$ cat src/rtl/spi_pkg.sv
// spi_pkg: shared types and constants for the SPI transaction sequencer.
package spi_pkg;
  localparam int SPI_READ_BIT = 7;
  localparam int SPI_MULTI_BIT = 6;
  localparam int SPI_ADDR_W = 6;
  typedef logic [7:0] spi_byte_t;
  typedef enum logic [2:0] {
    S_IDLE,
    S_HDR,
    S_WR_FETCH,
    S_WR_REQ,
    S_RD_REQ,
    S_RD_WAIT,
    S_DRAIN
  } spi_txn_state_t;
endpackage

$ cat src/rtl/spi_transaction.sv
// spi_transaction: sequences one register-access command (header + burst payload) onto the spi byte controller.
module spi_transaction
  import spi_pkg::*;
#(
  parameter int MAX_BYTES = 6,
  parameter int CW = $clog2(MAX_BYTES + 1)
) (
  input  logic                  clk,
  input  logic                  reset,
  input  logic                  cmd_valid,
  output logic                  cmd_ready,
  input  logic                  cmd_read,
  input  logic [SPI_ADDR_W-1:0] cmd_addr,
  input  logic [CW-1:0]         cmd_count,
  input  spi_byte_t             wr_data,
  input  logic                  wr_valid,
  output logic                  wr_ready,
  output spi_byte_t             rd_data,
  output logic                  rd_valid,
  output logic                  rd_last,
  output logic                  busy,
  output logic                  done,
  output logic                  spi_tx_request,
  output spi_byte_t             spi_tx_data,
  output logic                  spi_rx_request,
  input  logic                  spi_ack_request,
  input  logic                  spi_active,
  input  spi_byte_t             spi_rx_data,
  input  logic                  spi_rx_valid
);
  spi_txn_state_t state, next;
  logic rd_q;
  logic [CW-1:0] remaining, cnt_sat;
  spi_byte_t hdr;
  logic last_byte;
  assign cnt_sat = cmd_count > CW'(MAX_BYTES) ? CW'(MAX_BYTES) : cmd_count;
  assign last_byte = remaining == CW'(1);
  always_comb begin
    hdr = '0;
    hdr[SPI_READ_BIT] = cmd_read;
    hdr[SPI_MULTI_BIT] = cmd_count > CW'(1);
    hdr[SPI_ADDR_W-1:0] = cmd_addr;
  end
  always_comb begin
    next = state;
    case (state)
      S_IDLE:     next = cmd_valid ? S_HDR : S_IDLE;
      S_HDR:      if (spi_ack_request) next = remaining == '0 ? S_DRAIN : rd_q ? S_RD_REQ : S_WR_FETCH;
      S_WR_FETCH: if (wr_valid) next = S_WR_REQ;
      S_WR_REQ:   if (spi_ack_request) next = last_byte ? S_DRAIN : S_WR_FETCH;
      S_RD_REQ:   if (spi_ack_request) next = S_RD_WAIT;
      S_RD_WAIT:  if (spi_rx_valid) next = last_byte ? S_DRAIN : S_RD_REQ;
      S_DRAIN:    if (!spi_active && !spi_ack_request) next = S_IDLE;
      default:    next = S_IDLE;
    endcase
  end
  assign cmd_ready = state == S_IDLE;
  assign busy = state != S_IDLE;
  assign wr_ready = state == S_WR_FETCH;
  assign spi_tx_request = state == S_HDR || state == S_WR_REQ;
  assign spi_rx_request = state == S_RD_REQ;
  // done is combinational so busy drops on the edge that ends the done cycle
  assign done = state == S_DRAIN && !spi_active && !spi_ack_request;
  always_ff @(posedge clk) begin
    if (reset) begin
      state <= S_IDLE;
      rd_q <= 1'b0;
      remaining <= '0;
      spi_tx_data <= '0;
      rd_data <= '0;
      rd_valid <= 1'b0;
      rd_last <= 1'b0;
    end else begin
      state <= next;
      rd_valid <= 1'b0;
      rd_last <= 1'b0;
      if (state == S_IDLE && cmd_valid) begin
        rd_q <= cmd_read;
        remaining <= cnt_sat;
        spi_tx_data <= hdr;
      end
      if (state == S_WR_FETCH && wr_valid) spi_tx_data <= wr_data;
      if ((state == S_WR_REQ && spi_ack_request) || (state == S_RD_WAIT && spi_rx_valid))
        remaining <= remaining - CW'(1);
      if (state == S_RD_WAIT && spi_rx_valid) begin
        rd_data <= spi_rx_data;
        rd_valid <= 1'b1;
        rd_last <= last_byte;
      end
    end
  end
endmodule

$ cat config.mk
export PLATFORM = sky130hd
export DESIGN_NAME = spi_transaction
export DESIGN_NICKNAME = d
export VERILOG_FILES = /design/src/rtl/spi_pkg.sv /design/src/rtl/spi_transaction.sv
export SDC_FILE = /design/constraint.sdc
export NUM_CORES = 1
export LEC_CHECK = 0
export BUFFER_PORTS_ARGS = -buffer_cell sky130_fd_sc_hd__buf_2
export CORE_MARGIN = 2
export CORE_UTILIZATION = 45
export DETAILED_ROUTE_END_ITERATION = 6
export GPL_TIMING_DRIVEN = 0
export HOLD_SLACK_MARGIN = 0.02
export PLACE_DENSITY = 0.79
export SLEW_MARGIN = 5
export SYNTH_ARGS = -nofsm -noshare
export SYNTH_HDL_FRONTEND = slang
export SYNTH_SLANG_ARGS = --single-unit
export TNS_END_PERCENT = 1
$ cat constraint.sdc
create_clock -name clk -period 1.8 [get_ports clk]
set_input_delay 0.27 -clock clk [delete_from_list [all_inputs] [get_ports clk]]
set_output_delay 0.27 -clock clk [all_outputs]
set_load 0.01 [all_outputs]
# == After elaboration in Yosys (flattened, before gate mapping) ==
# Index checks and enable logic that the tools add are counted.
# word_totals
ff_bits,25
latchBits,0
mem_bits_rw,0
rom_bits,0
out_inout_bits,24
mem_count,0
# op_classes
addsub,1
multipliers,0
div,0
order_cmp,2
n_eq_ne,13
n_shift,0
n_mux,18
n_bitwise,1
n_reduce_logical,18
# op_table
cell,n
$mux W3,12
$pmux W3 S7,1
$mux W8,2
$ne A2 B2 Y1 const B,5
$eq A3 B3 Y1 const B,3
$logic_and A1 B1 Y1,7
$eq A3 B1 Y1 const B,2
$eq A3 B2 Y1 const B,2
$logic_not A3 Y1,2
$reduce_and A6 Y1,1
$reduce_bool A2 Y1,2
$gt A3 B1 Y1 const B,1
$gt A3 B3 Y1 const B,1
$reduce_bool A3 Y1,1
$sub A3 B1 Y3 const B,1
$logic_not A1 Y1,2
$logic_or A1 B1 Y1,2
$mux W1,2
$mux W2,1
$ne A2 B1 Y1 const B,1
$reduce_or A2 Y1,1
$not A1 Y1,1

# == Depth between registers and ports, before layout ==
# Gate-level depths: netlist (run 1).
# depth
ltp_word,4
depth_mapped,6
mapped_depth_nobuf,6

# == Least setup slack after synthesis (run 1) ==
# Ideal clock, no wire load.
# synth_path
kind,flip-flop to flip-flop
startpoint,reg state[2]
endpoint,reg state[0]
setup_time_ns,0.123
arrival_ns,1.345
required_ns,1.677
slack_ns,0.332
path_stages_with_launch,5
path_buffers,1
synth_period_minus_slack_ns,1.468
path_cell_list,dfxtp_1 -> buf_2 -> mux2_1 -> o31a_1 -> mux2_1
# synth_via
elab_chain_cells,3
word_cells_on_any_way,15
cone_classes,eq/ne (12); mux (1); reduce/logical (2)
# synth_rtl
item,line_no,source
start: declaration,spi_transaction.sv:31,"spi_txn_state_t state, next;"
start signal: assignment,spi_transaction.sv:74,state <= next;
$eq A3 B3 Y1 (tied with other cells),spi_transaction.sv:46,case (state)
$ne A2 B2 Y1 (no source line) / $ne A2 B1 Y1 (equally long branches),-,
$reduce_and A6 Y1 (no source line),-,
# Several ways; a longest one is shown, not always the timed one.
# A chain may end at the register's enable or synchronous reset.

# == Worst setup path in the final report (run 1) ==
# layout_path
startpoint,reg state[2]
endpoint,out done
# layout_via
elab_chain_cells,3
# layout_rtl
item,line_no,source
$eq A3 B3 Y1,spi_transaction.sv:63,assign done = state == S_DRAIN && !spi_active && !spi_ack_request;
$logic_and A1 B1 Y1 (2 in series),spi_transaction.sv:63,
end: declaration,spi_transaction.sv:22,"output logic done,"
# No other way between the ends.

==> impl_results.md, run 1 <==
* Critical Path Sink: done
* CTS sink count at 25
* Syn_nets at 188
* Leakage at 0.7419 nW
* Die ar. at 3266 um2
* EDFF count, synth at 0
* Routability Congestion at 0.8033
* Syn Inst Count at 152
* PortBufs at 56
* CP max stage delay at 350 ps
* FF-to-FF Start: state[1]
* H-tree lvl count at 1
* Worst R2R Path Depth at 5
* Final setup fails at 0
* Seq/Total Area, Yosys at 39.37%
* Sw Share at 40.42%
* Combinational Power Share at 50.9%
* Crit path kind: flip-flop to primary output
* Post-synthesis register bit count at 25
* Commonest cells after routing, fill and taps aside: 60 x buf_2, 34 x nand2_1, 25 x dfxtp_1
* Most used cell, CP: buf_2
* Antenna diodes at 0
* Worst Clk Skew at 8.230 ps
* I/O pins at 57
* Max Clock Freq at 0.5930 GHz
* Fin crit period at 1686 ps
* Commonest non-fill, non-tap cell in the layout: buf_2
* Reg power frac at 36.7%
* Global-route wire length before repair at 5147 um
* Cell Chain, Critical Path: buf_2 -> clkbuf_4 -> and4_1 -> buf_2
* Vias in the first global route at 1,250
* Buffers & Inverters on Critical Path at 3
* DRC viols at 0
* Largest net degree at the start of global routing at 16
* Synth cell types at 35
* Global Route Usage Sum at 19.64%
* Routed vias/inst at 5.337
* Die height at 57.15 um
* Detail Route Antenna Nets at 0
* CP Launch Type: flip-flop
* Switch Pwr at 0.0008362 W
* Hold Crit Class: primary input to flip-flop
* TritonCTS Buffers at 3
* P&R area growth vs syn at 28.05%
* WHS at 163.6 ps
* Ys Warns at 0
* Asr flop ratio synth at 0%
* Worst setup path startpoint: state[2]
* Placed Area at 1590 um2
* Die W at 57.15 um
* Average size of a mapped cell at 8.363 um2
* Root Driver: clkbuf_4
* Initial antenna violation count at 0
* Hold_sp: spi_rx_data[4]
* Headroom to the max-slew limit at 60.39%
* Power density cells at 1271 nW/um2
* Final Hold Fails at 0
* Routed via count at 1,297
* P_int at 0.001232 W
* Worst-path clk slew at 140 ps
* Share of cells above drive strength 1 at 35.85%
* CTS max path bufs at 2
* Wire length per cell at 12.45 um
* Final instance area at 1628 um2
* Top_reg_cell synth: dfxtp_1
* Pwr Total at 0.002068 W
* Total grt overflow at 0
* Latest clock arrival within the worst-skew pair at 320 ps
* Levels on crit path at 4
* Final Max Slew Viols at 0
* Reg2Reg Setup Slack at 110 ps
* Maximum vdd ir drop at 0.0008375 V
* DRT Pass-1 Iters at 4
* Final nets at 249
* DP Worst Slack at 164.8 ps
* RSZ-0062 raised after global routing: no
* Cell at the slowest stage of the critical path: dfxtp_1
* Synthesized area at 1271 um2
* Element type at the critical path end: primary output
* First-iteration detailed-routing DRC count at 50
* Initial Util at 46.91%
* Clock share of power at 12.4%
* Outcome: finished clean
* Worst Path Arrival at 1420 ps
* TNS Setup at 0 ps
* Cell family with most CP delay: buffers and inverters
* Post-Route WL at 3026 um
* Post-CTS Repair Setup Buffers at 0
* Std cell rows at 19
* Setup ws final at 113.6 ps
* HPWL after detailed placement at 2333 um
* RR Endpoint: state[0]
* Critical Path RT at 1530 ps
* CTS tree: yes
* Period utilisation layout at 93.69%
* Maxcap violations at 0
* Core box area at 2710 um2
* Worst-margin pin slew at 594.1 ps
* Largest fanout on the critical path at 10
[flip-flops by register name, indices dropped and copies added, names as in the netlist]
name and cells:
state 3, rd_valid 1, rd_data 8, remaining 3
rd_q 1, spi_tx_data 8, rd_last 1
[layout make-up]
class / count / area, um2
timing repair buffer: 56 / 280.3
fill: 279 / 1082
inverter: 8 / 30.03
sequential: 25 / 500.5
buffer: 10 / 50.05
tap: 31 / 38.79
multi-input combinational: 109 / 698.2
clock inverter: 1 / 7.507
clock buffer: 3 / 22.52
[worst register-to-register path, cell delays in order, from the launching register on]
cell,delay (ps)
dfxtp_1,410
buf_2,240
inv_1,110
a32oi_1,270
o31a_1,220
mux2_1,330
[metal layers]
layer  vias up  global-route usage, %  wire length (um)
li1        657                      -                 -
met1       602                  24.54              1348
met2        33                  34.15              1487
met3         5                  3.855               151
met4         0                  5.980                38
met5         -                      0                 0
[power by group through the flow]
stage | combinational, W | clock (W) | sequential (W)
floorplan | 0.000702 | 0 | 0.000793
global placement | 0.00102 | 0 | 0.000769
detailed placement | 0.00104 | 0 | 0.000768
CTS | 0.00105 | 0.000259 | 0.000759
global route | 0.00117 | 0.000288 | 0.000772
finish | 0.00105 | 0.000256 | 0.000760
[how the worst min path moves through the flow]
| stage | to | depth (start not counted) |
|---|---|---|
| finish | rd_data[4] | 3 |
| global route | rd_data[2] | 3 |
| CTS | rd_data[2] | 3 |
| detailed placement | rd_data[6] | 2 |
| global placement | rd_data[0] | 2 |
| floorplan | rd_valid | 1 |
[through the flow]
step,utilization [%],std cells
after floorplan,-,152
after global placement,58.68,239
after detailed placement,58.68,239
after CTS,59.79,243
after global routing,60.06,243
final,60.06,243
[cell families after synthesis]
family	synth area share [%]
fa+ha+maj	2.953
compound gates	20.87
simple gates	26.58
mux	4.134
buf+inv	6.102
flops	39.37
[cells in the mapped netlist (all sizes together) (2+ instances only)]
master	n	share of area [%]
and3	3	1.5
nor3	2	0.79
mux2	2	1.8
buf	6	2.6
a311oi	6	7.1
mux2i	3	2.4
and3b	3	2.1
a32oi	2	1.4
nand2	34	10
ha	3	3.0
nor2b	2	0.98
a21oi	10	3.9
o31a	2	1.4
dfxtp	25	39
a31oi	3	1.5
o21ai	4	1.6
inv	8	2.4
nor2	10	3.0
nand3	7	2.8
clkbuf	4	1.2
[timing repair]
item,4_1_cts,5_1_grt
setup endpoints to repair,0,3
resized for setup,0,2
hold buffers,0,0
Note: power is estimated with default switching activity, not from simulation.
==> run 2, diff against run 1 <==
- CORE_UTILIZATION: 45 -> 31
- CTS_BUF_LIST: default -> sky130_fd_sc_hd__clkbuf_4 sky130_fd_sc_hd__clkbuf_8 sky130_fd_sc_hd__clkbuf_16
- PLACE_DENSITY: 0.79 -> 0.59
==> run 2 against run 1 <==
  * Clock skew shrank 4.0 ps
  * Flip-flop and latch count is the same
  * Via count down 1.9%
  * Worst hold slack improved by 70 ps
  * Total power is 3.5% higher
  * Register-to-register slack gained 50 ps
  * Die area increased by 42%
  * Clock-buffer cell count is the same
  * Sequential power about the same
  * Cell area up 2.5%
  * Critical path depth is the same
  * Highest routed layer unchanged
  * Wire length up 5.2%
  * Critical endpoint unchanged
==> impl_results.md, run 2 (synthesis gave the netlist of run 1 again) <==
* Outcome: finished clean (unchanged)
* Maximum vdd ir drop at 0.0004384 V (was 0.0008375 V)
* Core box area at 3971 um2 (was 2710 um2)
* Reg2Reg Setup Slack at 160 ps (was 110 ps)
* Dpl cells at 258 (was 239)
* Cell family with most CP delay: buffers and inverters (unchanged)
* Global-route wire length before repair at 5195 um (was 5147 um)
* Finished Layout Cells at 262 (was 243)
* Headroom to the max-slew limit at 54.91% (was 60.39%)
* DRC viols at 0 (unchanged)
* Critical Path RT at 1530 ps (about the same)
* Die height at 68.04 um (was 57.15 um)
* RSZ-0062 raised after global routing: no (unchanged)
* Maxcap violations at 0 (unchanged)
* TritonCTS Buffers at 3 (unchanged)
* Total grt overflow at 0 (unchanged)
* I/O pins at 57 (unchanged)
* Cell Chain, Critical Path: buf_2 -> buf_2 -> and4_1 -> buf_2 (was buf_2 -> clkbuf_4 -> and4_1 -> buf_2)
* Routed via count at 1,273 (was 1,297)
* P&R area growth vs syn at 31.20% (was 28.05%)
* Most used cell, CP: buf_2 (unchanged)
* Wire length per cell at 12.15 um (was 12.45 um)
* Std cell rows at 23 (was 19)
* Vias in the first global route at 1,179 (was 1,250)
* Final Hold Fails at 0 (unchanged)
* Crit path kind: flip-flop to primary output (unchanged)
* Leakage at 0.7535 nW (was 0.7419 nW)
* Worst-margin pin slew at 676.3 ps (was 594.1 ps)
* Final Max Slew Viols at 0 (unchanged)
* Largest net degree at the start of global routing at 15 (was 16)
* Share of cells above drive strength 1 at 35.85% (unchanged)
* Period utilisation layout at 91.02% (was 93.69%)
* Largest fanout on the critical path at 10 (unchanged)
* Fin crit period at 1638 ps (was 1686 ps)
* CTS sink count at 25 (unchanged)
* DP Worst Slack at 150.2 ps (was 164.8 ps)
* Post-Route WL at 3183 um (was 3026 um)
* Sequential cell area at 500.5 um2 (unchanged)
* Routed vias/inst at 4.859 (was 5.337)
* TNS Setup at 0 ps (unchanged)
* Setup ws final at 161.6 ps (was 113.6 ps)
* Buffers & Inverters on Critical Path at 3 (unchanged)
* Global Route Usage Sum at 14.92% (was 19.64%)
* First-iteration detailed-routing DRC count at 50 (unchanged)
* DRT Pass-1 Iters at 4 (unchanged)
* Initial Util at 32.01% (was 46.91%)
* Initial antenna violation count at 0 (unchanged)
* Cell at the slowest stage of the critical path: dfxtp_1 (unchanged)
* CTS max path bufs at 2 (unchanged)
* CTS Hold Buffers Added at 0 (unchanged)
* Worst-path clk slew at 90 ps (was 140 ps)
* Detail Route Antenna Nets at 0 (unchanged)
* Antenna diodes at 0 (unchanged)
* FILL cells at 431 (was 279)
* Biggest regs: rd_data (8), spi_tx_data (8) (unchanged)
* Max Clock Freq at 0.6104 GHz (was 0.5930 GHz)
* Area of the multi-input gates at 698.2 um2 (unchanged)
* Element type at the critical path end: primary output (unchanged)
* Die W at 68.04 um (was 57.15 um)
* PortBufs at 56 (unchanged)
* HPWL after detailed placement at 2429 um (was 2333 um)
* Routability Congestion at 0.7961 (was 0.8033)
* CTS tree: yes (unchanged)
* Die ar. at 4629 um2 (was 3266 um2)
* H-tree lvl count at 1 (unchanged)
* CP Launch Type: flip-flop (unchanged)
* Final setup fails at 0 (unchanged)
* Latest clock arrival within the worst-skew pair at 270 ps (was 320 ps)
* Commonest cells after routing, fill and taps aside: 60 x buf_2, 34 x nand2_1, 25 x dfxtp_1 (unchanged)
* Power density cells at 1284 nW/um2 (was 1271 nW/um2)
* Root Driver: clkbuf_8 (was clkbuf_4)
* Worst Clk Skew at 4.273 ps (was 8.230 ps)
* Final nets at 249 (unchanged)
* CP max stage delay at 330 ps (was 350 ps)
* WHS at 233.5 ps (was 163.6 ps)
* Worst Path Arrival at 1370 ps (was 1420 ps)
* Commonest non-fill, non-tap cell in the layout: buf_2 (unchanged)
* Hold Crit Class: primary input to flip-flop (unchanged)
run 2: cell count changes in the layout (fill, tap and decap cells not counted):
cell / before / now
clkbuf_4: 4 / 1
clkbuf_8: 0 / 3
clkinv_2: 0 / 1
clkinvlp_4: 1 / 0
run 2: where the power goes:
part           internal (W)  total (W)  switching, W
Sequential         0.000680   0.000761     0.0000803
Clock              0.000155   0.000331      0.000176
Combinational      0.000465    0.00105      0.000584
Total               0.00130    0.00214      0.000841
run 2: final timing paths:
check	cells after the start	endpoint	startpoint
hold / removal	3	rd_data[7]	spi_rx_data[7]
setup / recovery	4	done	state[2]
setup reg to reg	5	state[0]	state[1]
hold reg to reg	2	rd_data[0]	rd_data[0]
run 2: layout make-up:
| cell class | count | share of cell area [%] |
|---|---|---|
| Tap cell | 50 | 3.751 |
| Clock buffer | 3 | 2.476 |
| Timing Repair Buffer | 56 | 16.80 |
| Sequential cell | 25 | 30.01 |
| Clock inverter | 1 | 0.3001 |
| Inverter | 8 | 1.800 |
| Buffer | 10 | 3.001 |
| Multi-Input combinational cell | 109 | 41.86 |
run 2: metal layers:
metal	global-route usage, %	vias to the layer above	share of wire (%)
li1	-	654	-
met1	18.67	576	47
met2	23.79	38	44
met3	3.618	5	7.0
met4	7.500	0	1.9
met5	0	-	0
run 2: repair_timing:
| item | 4_1_cts | 5_1_grt |
|---|---|---|
| endpoints found under the setup margin | 0 | 1 |
| buffers inserted | 0 | 0 |
| gates resized for setup | 0 | 2 |
| endpoints found under the hold margin | 0 | 0 |
run 2: tightest hold or removal path: stages:
cell and delay, ps:
buf_2 100, nand2_1 50, a21oi_1 50
run 2: metrics by stage:
step,utilization [%],area [um2],power (W)
final,42.00,1668,0.002141
after global placement,40.64,1614,0.001814
after floorplan,-,1271,0.001495
after global routing,42.00,1668,0.002328
after detailed placement,40.64,1614,0.001813
after CTS,41.81,1660,0.002151
